File: config.mk
export PLATFORM = sky130hd
export DESIGN_NAME = alt_vipvfr121_prc_burst_cmd_gen
export DESIGN_NICKNAME = d
export VERILOG_FILES = /design/src/rtl/alt_vipvfr121_prc_burst_cmd_gen.sv
export SDC_FILE = /design/constraint.sdc
export NUM_CORES = 1
export LEC_CHECK = 0
export ABC_AREA = 1
export CAP_MARGIN = 20
export CORE_UTILIZATION = 45
export CTS_CLUSTER_SIZE = 40
export DETAILED_ROUTE_END_ITERATION = 16
export PLACE_DENSITY = 0.68
export SLEW_MARGIN = 20
export SYNTH_ARGS = -nofsm -noshare
export SYNTH_HDL_FRONTEND = slang
export SYNTH_SLANG_ARGS = --single-unit
File: constraint.sdc
create_clock -name clock -period 5.2 [get_ports clock]
set_input_delay 0.78 -clock clock [delete_from_list [all_inputs] [get_ports clock]]
set_output_delay 0.78 -clock clock [all_outputs]
set_load 0.02 [all_outputs]
File: src/rtl/alt_vipvfr121_prc_burst_cmd_gen.sv
// -----------------------------------------------------------------------------
// alt_vipvfr121_prc_burst_cmd_gen
//
// Frame-reader command generator for the PRC read master. Each accepted
// start walks a rectangular region (base address, words per line, line count,
// line stride) and emits read burst commands of at most MAX_BURST words until
// the whole region has been requested. Only commands are produced here; read
// data returns through the read master's own path.
//
// Optional feature macro: ALT_VIPVFR121_PRC_BURST_4K_SPLIT_EN
//   When defined, burst length is further limited so that no command crosses
//   a 4 KiB address boundary. When undefined, that limiter does not exist.
//
// Ports:
//   clock, reset                  single clock, synchronous active-high reset
//   ena                           global enable; 0 freezes all state
//   start                         one-cycle frame request (seen only in IDLE)
//   abort                         synchronous cancel, wins over a same-cycle accept
//   base_addr, words_per_line,
//   num_lines, line_stride        region description, latched on start
//   busy                          frame in progress
//   done                          one-cycle pulse once every command is accepted
//   cmd, cmd_addr,
//   cmd_write_instead_of_read,
//   cmd_burst_instead_of_single_op,
//   cmd_length_of_burst           command port towards the read master
//   stall                         read master command FIFO full
//   dbg_state                     current FSM state (0 IDLE, 1 ISSUE, 2 DONE)
//
// Handshake: a command is transferred on a rising clock edge where
// cmd=1, stall=0, ena=1 and abort=0. While cmd=1 and no transfer happens,
// every cmd_* output holds its value; cmd_* depend on registers only, never
// combinationally on stall.
// -----------------------------------------------------------------------------
module alt_vipvfr121_prc_burst_cmd_gen #(
    parameter int ADDR_WIDTH                     = 32,
    parameter int MAX_BURST_LENGTH_REQUIREDWIDTH = 11,
    parameter int MAX_BURST                      = 32,
    parameter int BYTES_PER_WORD                 = 16,
    parameter int WORDS_WIDTH                    = 16,
    parameter int LINES_WIDTH                    = 16
) (
    input  logic                                      clock,
    input  logic                                      reset,
    input  logic                                      ena,
    input  logic                                      start,
    input  logic                                      abort,
    input  logic [ADDR_WIDTH-1:0]                     base_addr,
    input  logic [WORDS_WIDTH-1:0]                    words_per_line,
    input  logic [LINES_WIDTH-1:0]                    num_lines,
    input  logic [ADDR_WIDTH-1:0]                     line_stride,
    output logic                                      busy,
    output logic                                      done,
    output logic                                      cmd,
    output logic [ADDR_WIDTH-1:0]                     cmd_addr,
    output logic                                      cmd_write_instead_of_read,
    output logic                                      cmd_burst_instead_of_single_op,
    output logic [MAX_BURST_LENGTH_REQUIREDWIDTH-1:0] cmd_length_of_burst,
    input  logic                                      stall,
    output logic [1:0]                                dbg_state
);

    localparam int LEN_W     = MAX_BURST_LENGTH_REQUIREDWIDTH;
    // Internal length arithmetic is wide enough for the word counter, the
    // command length field and a full 4 KiB page expressed in bytes.
    localparam int CW0       = (WORDS_WIDTH > LEN_W) ? WORDS_WIDTH : LEN_W;
    localparam int CW        = (CW0 > 13) ? CW0 : 13;
    localparam int BPW_SHIFT = $clog2(BYTES_PER_WORD);
    localparam logic [CW-1:0] MAX_BURST_C = CW'(MAX_BURST);

    typedef enum logic [1:0] {
        S_IDLE  = 2'd0,
        S_ISSUE = 2'd1,
        S_DONE  = 2'd2
    } state_t;

    state_t                  state_q;
    state_t                  state_d;
    logic [ADDR_WIDTH-1:0]   cur_addr;
    logic [ADDR_WIDTH-1:0]   line_addr;
    logic [ADDR_WIDTH-1:0]   stride_q;
    logic [WORDS_WIDTH-1:0]  wpl_q;
    logic [WORDS_WIDTH-1:0]  words_left;
    logic [LINES_WIDTH-1:0]  lines_left;
    logic                    empty_q;   // frame had no words: DONE without busy

    logic [CW-1:0]           len_c;
    logic                    accept;
    logic                    line_end;
    logic                    frame_end;
    logic                    zero_region;

`ifdef ALT_VIPVFR121_PRC_BURST_4K_SPLIT_EN
    logic [12:0]             page_bytes;
    logic [CW-1:0]           page_words;
`endif

    // Burst length from registered state only.
    always_comb begin
        len_c = (CW'(words_left) < MAX_BURST_C) ? CW'(words_left) : MAX_BURST_C;
`ifdef ALT_VIPVFR121_PRC_BURST_4K_SPLIT_EN
        // Bytes left before the next 4 KiB boundary (1..4096), in words.
        page_bytes = 13'h1000 - {1'b0, cur_addr[11:0]};
        page_words = CW'(page_bytes >> BPW_SHIFT);
        if (page_words < len_c) begin
            len_c = page_words;
        end
`endif
    end

    assign zero_region = (words_per_line == '0) || (num_lines == '0);
    // abort with ena cancels the command offered in the same cycle.
    assign accept      = (state_q == S_ISSUE) && !stall && ena && !abort;
    // len never exceeds words_left, so equality marks the last burst of a line.
    assign line_end    = (CW'(words_left) == len_c);
    assign frame_end   = line_end && (lines_left == LINES_WIDTH'(1));

    // State and datapath registers.
    always_ff @(posedge clock) begin
        if (reset) begin
            state_q    <= S_IDLE;
            cur_addr   <= '0;
            line_addr  <= '0;
            stride_q   <= '0;
            wpl_q      <= '0;
            words_left <= '0;
            lines_left <= '0;
            empty_q    <= 1'b0;
        end else if (ena) begin
            state_q <= state_d;
            if ((state_q == S_IDLE) && start && !abort) begin
                cur_addr   <= base_addr;
                line_addr  <= base_addr;
                stride_q   <= line_stride;
                wpl_q      <= words_per_line;
                words_left <= words_per_line;
                lines_left <= num_lines;
                empty_q    <= zero_region;
            end else if (accept && !frame_end) begin
                if (!line_end) begin
                    cur_addr   <= cur_addr + (ADDR_WIDTH'(len_c) << BPW_SHIFT);
                    words_left <= words_left - WORDS_WIDTH'(len_c);
                end else begin
                    line_addr  <= line_addr + stride_q;
                    cur_addr   <= line_addr + stride_q;
                    words_left <= wpl_q;
                    lines_left <= lines_left - LINES_WIDTH'(1);
                end
            end
        end
    end

    // Next-state logic.
    always_comb begin
        state_d = state_q;
        if (ena) begin
            if (abort) begin
                state_d = S_IDLE;
            end else begin
                case (state_q)
                    S_IDLE: begin
                        if (start) begin
                            state_d = zero_region ? S_DONE : S_ISSUE;
                        end
                    end
                    S_ISSUE: begin
                        if (accept && frame_end) begin
                            state_d = S_DONE;
                        end
                    end
                    S_DONE:  state_d = S_IDLE;
                    default: state_d = S_IDLE;
                endcase
            end
        end
    end

    // Outputs.
    always_comb begin
        busy                           = 1'b0;
        done                           = 1'b0;
        cmd                            = 1'b0;
        cmd_addr                       = cur_addr;
        cmd_write_instead_of_read      = 1'b0;
        cmd_burst_instead_of_single_op = 1'b0;
        cmd_length_of_burst            = '0;
        dbg_state                      = state_q;
        case (state_q)
            S_ISSUE: begin
                busy                           = 1'b1;
                cmd                            = 1'b1;
                cmd_length_of_burst            = LEN_W'(len_c);
                cmd_burst_instead_of_single_op = (len_c > CW'(1));
            end
            S_DONE: begin
                done = 1'b1;
                busy = !empty_q;
            end
            default: ;
        endcase
    end

endmodule
==> results.env, run 1 <==
RUN_STATUS='finished clean'
HTREE_NUM_LEVELS=4
TRACK_USAGE=0.307
SYNTH-EDFF-COUNT=0
MAX_FREQ_GHz=0.309
POST_CTS_RESIZE_COUNT=0
POST_ROUTE_CELLS_DRIVE_ABOVE_1_SHARE=0.0396
CRITICAL_PATH.STARTPOINT_TYPE='flop'
CRIT_PATH_END_KIND='flop'
SYNTH_TOP_FLOP_CELL='sky130_fd_sc_hd__dfxtp_1'
MULTI_INPUT_AREA_UM2=6930
WIRE_LENGTH_OF_THE_FIRST_GLOBAL_ROUTING_PASS_UM=59000
SYNTHESIZED_AREA_FRACTION_OCCUPIED_BY_ADDER_CELLS=0.0643
SYNTH_CELL_TYPES=49
VIA_COUNT=12100
DIODES_INSERTED=0
PLACEMENT.IO_BUFFERS=145
CRITICAL_PATH_CLASS='flop to flop'
COMPOUND_GATE_FRACTION_OF_SYNTH_AREA=0.161
HOLDCRITPATHCLASS='flop to flop'
VIA_PER_INST=5.34
DIE_AREA_UM2=24900
ANTENNA_FOUND_INITIAL=1
TIMING.CLOCK.SKEW_NS=0.0114
MOSTFREQUENTLAYOUTCELLS='sky130_fd_sc_hd__nand2_1 (466), sky130_fd_sc_hd__nor2_1 (258), sky130_fd_sc_hd__inv_1 (198)'
CTS_MADE_BUFFERS=17
FINAL.PERIOD_UTILIZATION=0.623
FINALSETUPVIOLATIONS=0
CLK_LATENCY_NS=0.44
VIAS_IN_THE_FIRST_GLOBAL_ROUTE=11400
REG2REG_DEPTH=22
HOLD_VIOL=0
MAXSLEWHEADROOM=0.323
DRC_ERRORS=0
SYNTH_SEQUENTIAL_AREA_RATIO=0.269
DRTPASS1ITERATIONS=8
DESIGN.FINAL.NETS=2089
POSTSYNTHAREAPERCELL_UM2=6.03
POSTSYNTHREGISTERBITS=147
DRT-TOTAL-WL_UM=37300
LEAKAGE_nW=6.22
CTS_TREE='done'
POST-CTS-SETUP-BUFFERS=0
IO_PINS=152
ANTENNA_VIOLATING_NETS_POST_ROUTE=0
ASYNC_SR_FLOP_FRACTION=0
CTS.SINKS=147
MOSTFREQUENTLAYOUTCELL='sky130_fd_sc_hd__nand2_1'
PERIOD_MINUS_SLACK_NS=3.24
WHS_PATH_DEPTH=2
CP_DATA_ARRIVAL_TIME_NS=3.57
TIMING.CRITICAL_PATH.REQUIRED_NS=5.53
AREA_DELTA_SYNTH_FINAL_PCT=20.9
GRT_SETUP_UNREPAIRED='no'
INITIAL_CORE_UTIL=0.462
PLACE_CONGESTION=0.977
FINAL_CORE_UTILIZATION=0.559
LAYOUT.FILLER_CELLS=2504
SEQUENTIAL_CELL_AREA_UM2=2940
POWER_PER_CELL_AREA_nW_PER_UM2=273
NUM_ROWS=56
DP_HPWL_UM=28300
GLOBALROUTEOVERFLOWTOTAL=0
POST_SYNTH_MUX_AREA_SHARE=0.00366
CORE_AREA_UM2=23700
WORSTMARGINPINSLEW_NS=1.01
SLEW_VIOLATIONS=0
SYNTH_AREA_UM2=10900
SYNTH_SIMPLE_GATE_AREA_FRAC=0.368
POWER.IR.VDD_WORST_mV=0.175
YS.WARNINGS.COUNT=0
TNS_NS=0
CTS-ROOT-BUF='sky130_fd_sc_hd__clkbuf_16'
SYNTH_XOR_AREA_FRAC=0.0296
DRT-WIRELENGTH-PER-CELL_UM=16.5
WORSTPATHMAXFANOUT=24
DIE-WIDTH_UM=158
PIN_COUNT_OF_THE_BIGGEST_NET_ENTERING_GLOBAL_ROUTING=94
FLOORPLAN.DIE.HEIGHT_UM=158
DRV_CAP=0
CLOCK_PATH_BUFFERS=2
POSTSYNTHCELLCOUNT=1815
WORST_SETUP_HOLD_PATH_CLK_SLEW_NS=0.07
DOMINANT_COMBINATIONAL_CELL_FAMILY_BY_AREA_AFTER_SYNTHESIS='simple AND/OR/NAND/NOR gates'
HOLD_BUFFERS=0
DETAIL_ROUTE.ITER0.VIOLATIONS=1000
[cell type report]
type | instances | share of cell area
Clock buffer | 19 | 0.0342
Clock inverter | 12 | 0.0130
Inverter | 206 | 0.0585
Multi-Input combinational cell | 1403 | 0.524
Sequential cell | 147 | 0.222
Tap cell | 319 | 0.0302
Timing Repair Buffer | 157 | 0.117
[worst max-delay path, stage by stage (launching register included)]
cell	delay (ns)
sky130_fd_sc_hd__dfxtp_1	0.37
sky130_fd_sc_hd__nor2_4	0.20
sky130_fd_sc_hd__inv_2	0.08
sky130_fd_sc_hd__nor2_4	0.16
sky130_fd_sc_hd__nand2_4	0.19
sky130_fd_sc_hd__inv_1	0.16
sky130_fd_sc_hd__nand2_1	0.08
sky130_fd_sc_hd__inv_1	0.06
sky130_fd_sc_hd__ha_1	0.17
sky130_fd_sc_hd__fa_1	0.23
sky130_fd_sc_hd__nand2_1	0.08
sky130_fd_sc_hd__o21ai_0	0.35
sky130_fd_sc_hd__nand2_1	0.09
sky130_fd_sc_hd__nand2_1	0.19
sky130_fd_sc_hd__nand2_1	0.10
sky130_fd_sc_hd__nand2_1	0.13
sky130_fd_sc_hd__nand2_1	0.07
sky130_fd_sc_hd__nand2_1	0.06
sky130_fd_sc_hd__nand3_1	0.07
sky130_fd_sc_hd__nand3_1	0.09
sky130_fd_sc_hd__nand3_1	0.08
sky130_fd_sc_hd__nand2_1	0.09
sky130_fd_sc_hd__inv_1	0.04
[kinds of logic (layout without fill, tap and decap cells)]
logic type                 after synthesis  after routing
xor gates and xnor gates                37             37
adders and majority gates               55             55
DFF                                    147            147
and+or+nand+nor                        959            959
buffers and inverters                  280            394
muxes                                    4              4
AOI/OAI and AO/OA                      331            331
other                                    2             17
[metrics by stage]
step                setup slack (ns)  cells  hold slack (ns)  power [mW]  area (um^2)
finish                          1.96   2263            0.446        3.62        13200
global route                    1.57   2263            0.464        3.79        13200
CTS                             2.00   2263            0.444        3.61        13200
detailed placement              1.78   2232            0.434        2.29        12600
global placement                1.85   2232            0.431        2.29        12600
floorplan                       2.45   1830            0.420        1.93        11000
[registers in the layout (all words and copies together), names as in the netlist]
register	cells
cmd_addr	32
line_addr	32
stride_q	32
lines_left	16
words_left	16
wpl_q	16
dbg_state	2
empty_q	1
[synthesized netlist by cell type, drive strengths merged, types with 2 or more instances]
master	number	share of area
a21oi	136	0.065
nor4	12	0.0069
nor3	23	0.011
ha	53	0.061
clkbuf	41	0.014
conb	2	0.00069
o21a	3	0.0021
o31ai	2	0.0018
fa	2	0.0037
mux2i	4	0.0037
nor3b	2	0.0014
buf	33	0.018
a21o	2	0.0014
or2	5	0.0029
xnor2	19	0.015
o21bai	9	0.0062
nand3	145	0.067
o21ai	168	0.077
nand4	26	0.015
inv	205	0.070
nand2	473	0.17
and2	2	0.0011
dfxtp	147	0.27
nor2	262	0.092
xor2	18	0.014
and3	3	0.0017
o211ai	6	0.0041
nand3b	5	0.0034
[metal layers]
layer / share of wire / GRT usage / wire length, um
met1: 0.44 / 0.382 / 16400
met2: 0.47 / 0.533 / 17500
met3: 0.058 / 0.0430 / 2160
met4: 0.032 / 0.117 / 1210
met5: 0.00032 / 0 / 12
[power breakdown]
group / switching (mW) / total [mW] / internal [mW]
Combinational: 0.654 / 1.03 / 0.377
Sequential: 0.0635 / 1.25 / 1.19
Clock: 0.546 / 1.33 / 0.789
Total: 1.26 / 3.62 / 2.35
[path summary, 6_finish.rpt]
kind | from | to | slack [ns]
max reg2reg | words_left[6] | cmd_addr[24] | 1.96
min | wpl_q[2] | wpl_q[2] | 0.45
max | words_left[6] | cmd_addr[24] | 1.96
min reg2reg | wpl_q[2] | wpl_q[2] | 0.45
Note: power is estimated with default switching activity, not from simulation.
==> inputs of run 2 (changes only) <==
- clock period: 5.2 -> 3.3 ns (I/O delays scaled with it)
==> run 2 against run 1 <==
Against the previous run:
- die area unchanged
- core utilization increased by 0.41 points
- non-clock buffer count increased by 13
- critical path type unchanged
- highest routed layer is now met4
==> results.env, run 2 (synthesized netlist as in run 1, its figures left out) <==
HOLD_VIOL=0
REG2REG_DEPTH=21
FINALSETUPVIOLATIONS=0
DRC_ERRORS=0
CTS_TREE='done'
POWER_PER_CELL_AREA_nW_PER_UM2=424
LEAKAGE_nW=6.29
RUN_STATUS='finished clean'
CRIT_CHAIN='nor2_1, nand2_1, nor2_4, nand2_4, inv_1, nand2_1, inv_1, ha_1, fa_1, nand2_1, o21ai_2, nand2_1, nand2_1, nand2_1, nand2_1, nand3b_1, nand3_1, nand3_1, nand3_1, nand2_1, inv_1'
DIE-WIDTH_UM=158
ANTENNA_VIOLATING_NETS_POST_ROUTE=0
CLK_LATENCY_NS=0.45
GLOBALROUTEOVERFLOWTOTAL=0
HTREE_NUM_LEVELS=4
PLACE_CONGESTION=0.993
CRITICAL-PATH-MAX-STAGE-DELAY_NS=0.46
TRACK_USAGE=0.315
CTS_MADE_BUFFERS=17
CORE_AREA_UM2=23700
CP_DATA_ARRIVAL_TIME_NS=3.27
DP_HPWL_UM=29100
POST_ROUTE_CELLS_DRIVE_ABOVE_1_SHARE=0.0470
AREA_DELTA_SYNTH_FINAL_PCT=21.8
WORSTPATHMAXFANOUT=12
TIMING.CRITICAL_PATH.SLOWEST_STAGE_CELL='sky130_fd_sc_hd__dfxtp_1'
HOLD_BUFFERS=0
CRITPATHBUFINV=3
POST-CTS-SETUP-BUFFERS=0
WHS_PATH_DEPTH=2
MAX_FREQ_GHz=0.342
PERIOD_MINUS_SLACK_NS=2.92
WIRE_LENGTH_OF_THE_FIRST_GLOBAL_ROUTING_PASS_UM=60200
CRIT-REG2REG-LAUNCH='words_left[12]'
TIMING.HOLD.WORST.START='wpl_q[2]'
PLACE_INST=2245
CRITICAL-PATH-TOP-DELAY-FAMILY='simple AND/OR/NAND/NOR gates'
PIN_COUNT_OF_THE_BIGGEST_NET_ENTERING_GLOBAL_ROUTING=69
DRT-WIRELENGTH-PER-CELL_UM=16.8
HOLDCRITPATHCLASS='flop to flop'
DIODES_INSERTED=0
VIA_COUNT=12100
POST_CTS_RESIZE_COUNT=0
CRITICAL_PATH.MOST_COMMON_CELL='sky130_fd_sc_hd__nand2_1'
CLOCK_PATH_BUFFERS=2
MAXSLEWHEADROOM=0.464
CRITICAL_PATH.REG2REG.ENDPOINT='cmd_addr[28]'
IO_PINS=152
DRT-TOTAL-WL_UM=38200
TIMING.CRITICAL_PATH.REQUIRED_NS=3.65
TIMING.HOLD.WORST_ENDPOINT='wpl_q[2]'
ANTENNA_FOUND_INITIAL=0
PLACEMENT.IO_BUFFERS=145
POWER.IR.VDD_WORST_mV=0.286
WORSTMARGINPINSLEW_NS=0.793
FLOORPLAN.DIE.HEIGHT_UM=158
FF2FF_SETUP_SLACK_NS=0.38
FINISHED_LAYOUT_CELLS=2277
MOSTFREQUENTLAYOUTCELL='sky130_fd_sc_hd__nand2_1'
DETAIL_ROUTE.ITER0.VIOLATIONS=864
SLEW_VIOLATIONS=0
VIAS_IN_THE_FIRST_GLOBAL_ROUTE=11500
VIA_PER_INST=5.33
TIMING.CLOCK.SKEW_NS=0.0167
DIE_AREA_UM2=24900
CTS-ROOT-BUF='sky130_fd_sc_hd__clkbuf_16'
DESIGN.FINAL.NETS=2102
CRIT_PATH_END_KIND='flop'
GRT_SETUP_UNREPAIRED='no'
CTS.SINKS=147
MOSTFREQUENTLAYOUTCELLS='sky130_fd_sc_hd__nand2_1 (466), sky130_fd_sc_hd__nor2_1 (258), sky130_fd_sc_hd__inv_1 (198)'
FINAL.PERIOD_UTILIZATION=0.886
CRITICAL_PATH.STARTPOINT_TYPE='flop'
DRTPASS1ITERATIONS=5
WORST_SETUP_HOLD_PATH_CLK_SLEW_NS=0.08
INITIAL_CORE_UTIL=0.462
CRITICAL_PATH_CLASS='flop to flop'
TNS_NS=0
DRV_CAP=0
NUM_ROWS=56
## run 2: changes by cell type in the layout (fill, tap and decap cells not counted), sizes merged
cell | previous run | this run
bufinv | 3 | 1
clkbuf | 19 | 18
inv | 208 | 215
buf | 12 | 25
clkinvlp | 2 | 0
clkinv | 5 | 4
## run 2: worst max-delay path by stage
stage	from	endpoint	slack, ns	cells after the start
after CTS	words_left[6]	cmd_addr[24]	0.25	22
final	words_left[12]	cmd_addr[28]	0.38	21
after global placement	words_left[6]	cmd_addr[24]	0.35	22
after global routing	words_left[5]	cmd_addr[24]	0.07	22
after floorplan	words_left[6]	cmd_addr[24]	0.55	21
after detailed placement	ena	line_addr[2]	0.27	11
## run 2: stage by stage
step	setup slack [ns]	instance area, um^2	hold WS [ns]	utilization	total power [mW]
4_1_cts	0.253	13300	0.452	0.563	5.65
5_1_grt	0.0724	13300	0.472	0.563	5.92
2_1_floorplan	0.555	11000	0.420	-	3.05
3_3_place_gp	0.354	12700	0.435	0.537	3.62
6_report	0.375	13300	0.449	0.563	5.65
3_5_place_dp	0.267	12700	0.440	0.537	3.63
## run 2: metal layers
metal / global-route usage / vias up / wire length, um
met3: 0.0457 / 70 / 2390
met2: 0.537 / 429 / 17900
met1: 0.396 / 5511 / 16600
met5: 0 / - / 0
met4: 0.126 / 0 / 1310
li1: - / 6135 / -
## run 2: layout make-up
class / count / area (um^2)
Clock inverter: 14 / 156
Fill cell: 2496 / 10400
Timing Repair Buffer: 170 / 1680
Tap cell: 319 / 399
Inverter: 206 / 773
Multi-Input combinational cell: 1403 / 6940
Sequential cell: 147 / 2940
Clock buffer: 18 / 439
## run 2: worst register-to-register path, delay by kind of cell, from the launching register on
family / cells / cell delay, ns
AOI/OAI and AO/OA: 1 / 0.08
DFF: 1 / 0.46
and+or+nand+nor: 15 / 1.50
buffers and inverters: 3 / 0.17
adders and majority gates: 2 / 0.62
## run 2: report_power, final
group / switching, mW / leakage (nW) / internal, mW
logic: 1.03 / 4.79 / 0.617
registers: 0.0908 / 1.20 / 1.87
clock network: 0.933 / 0.296 / 1.10
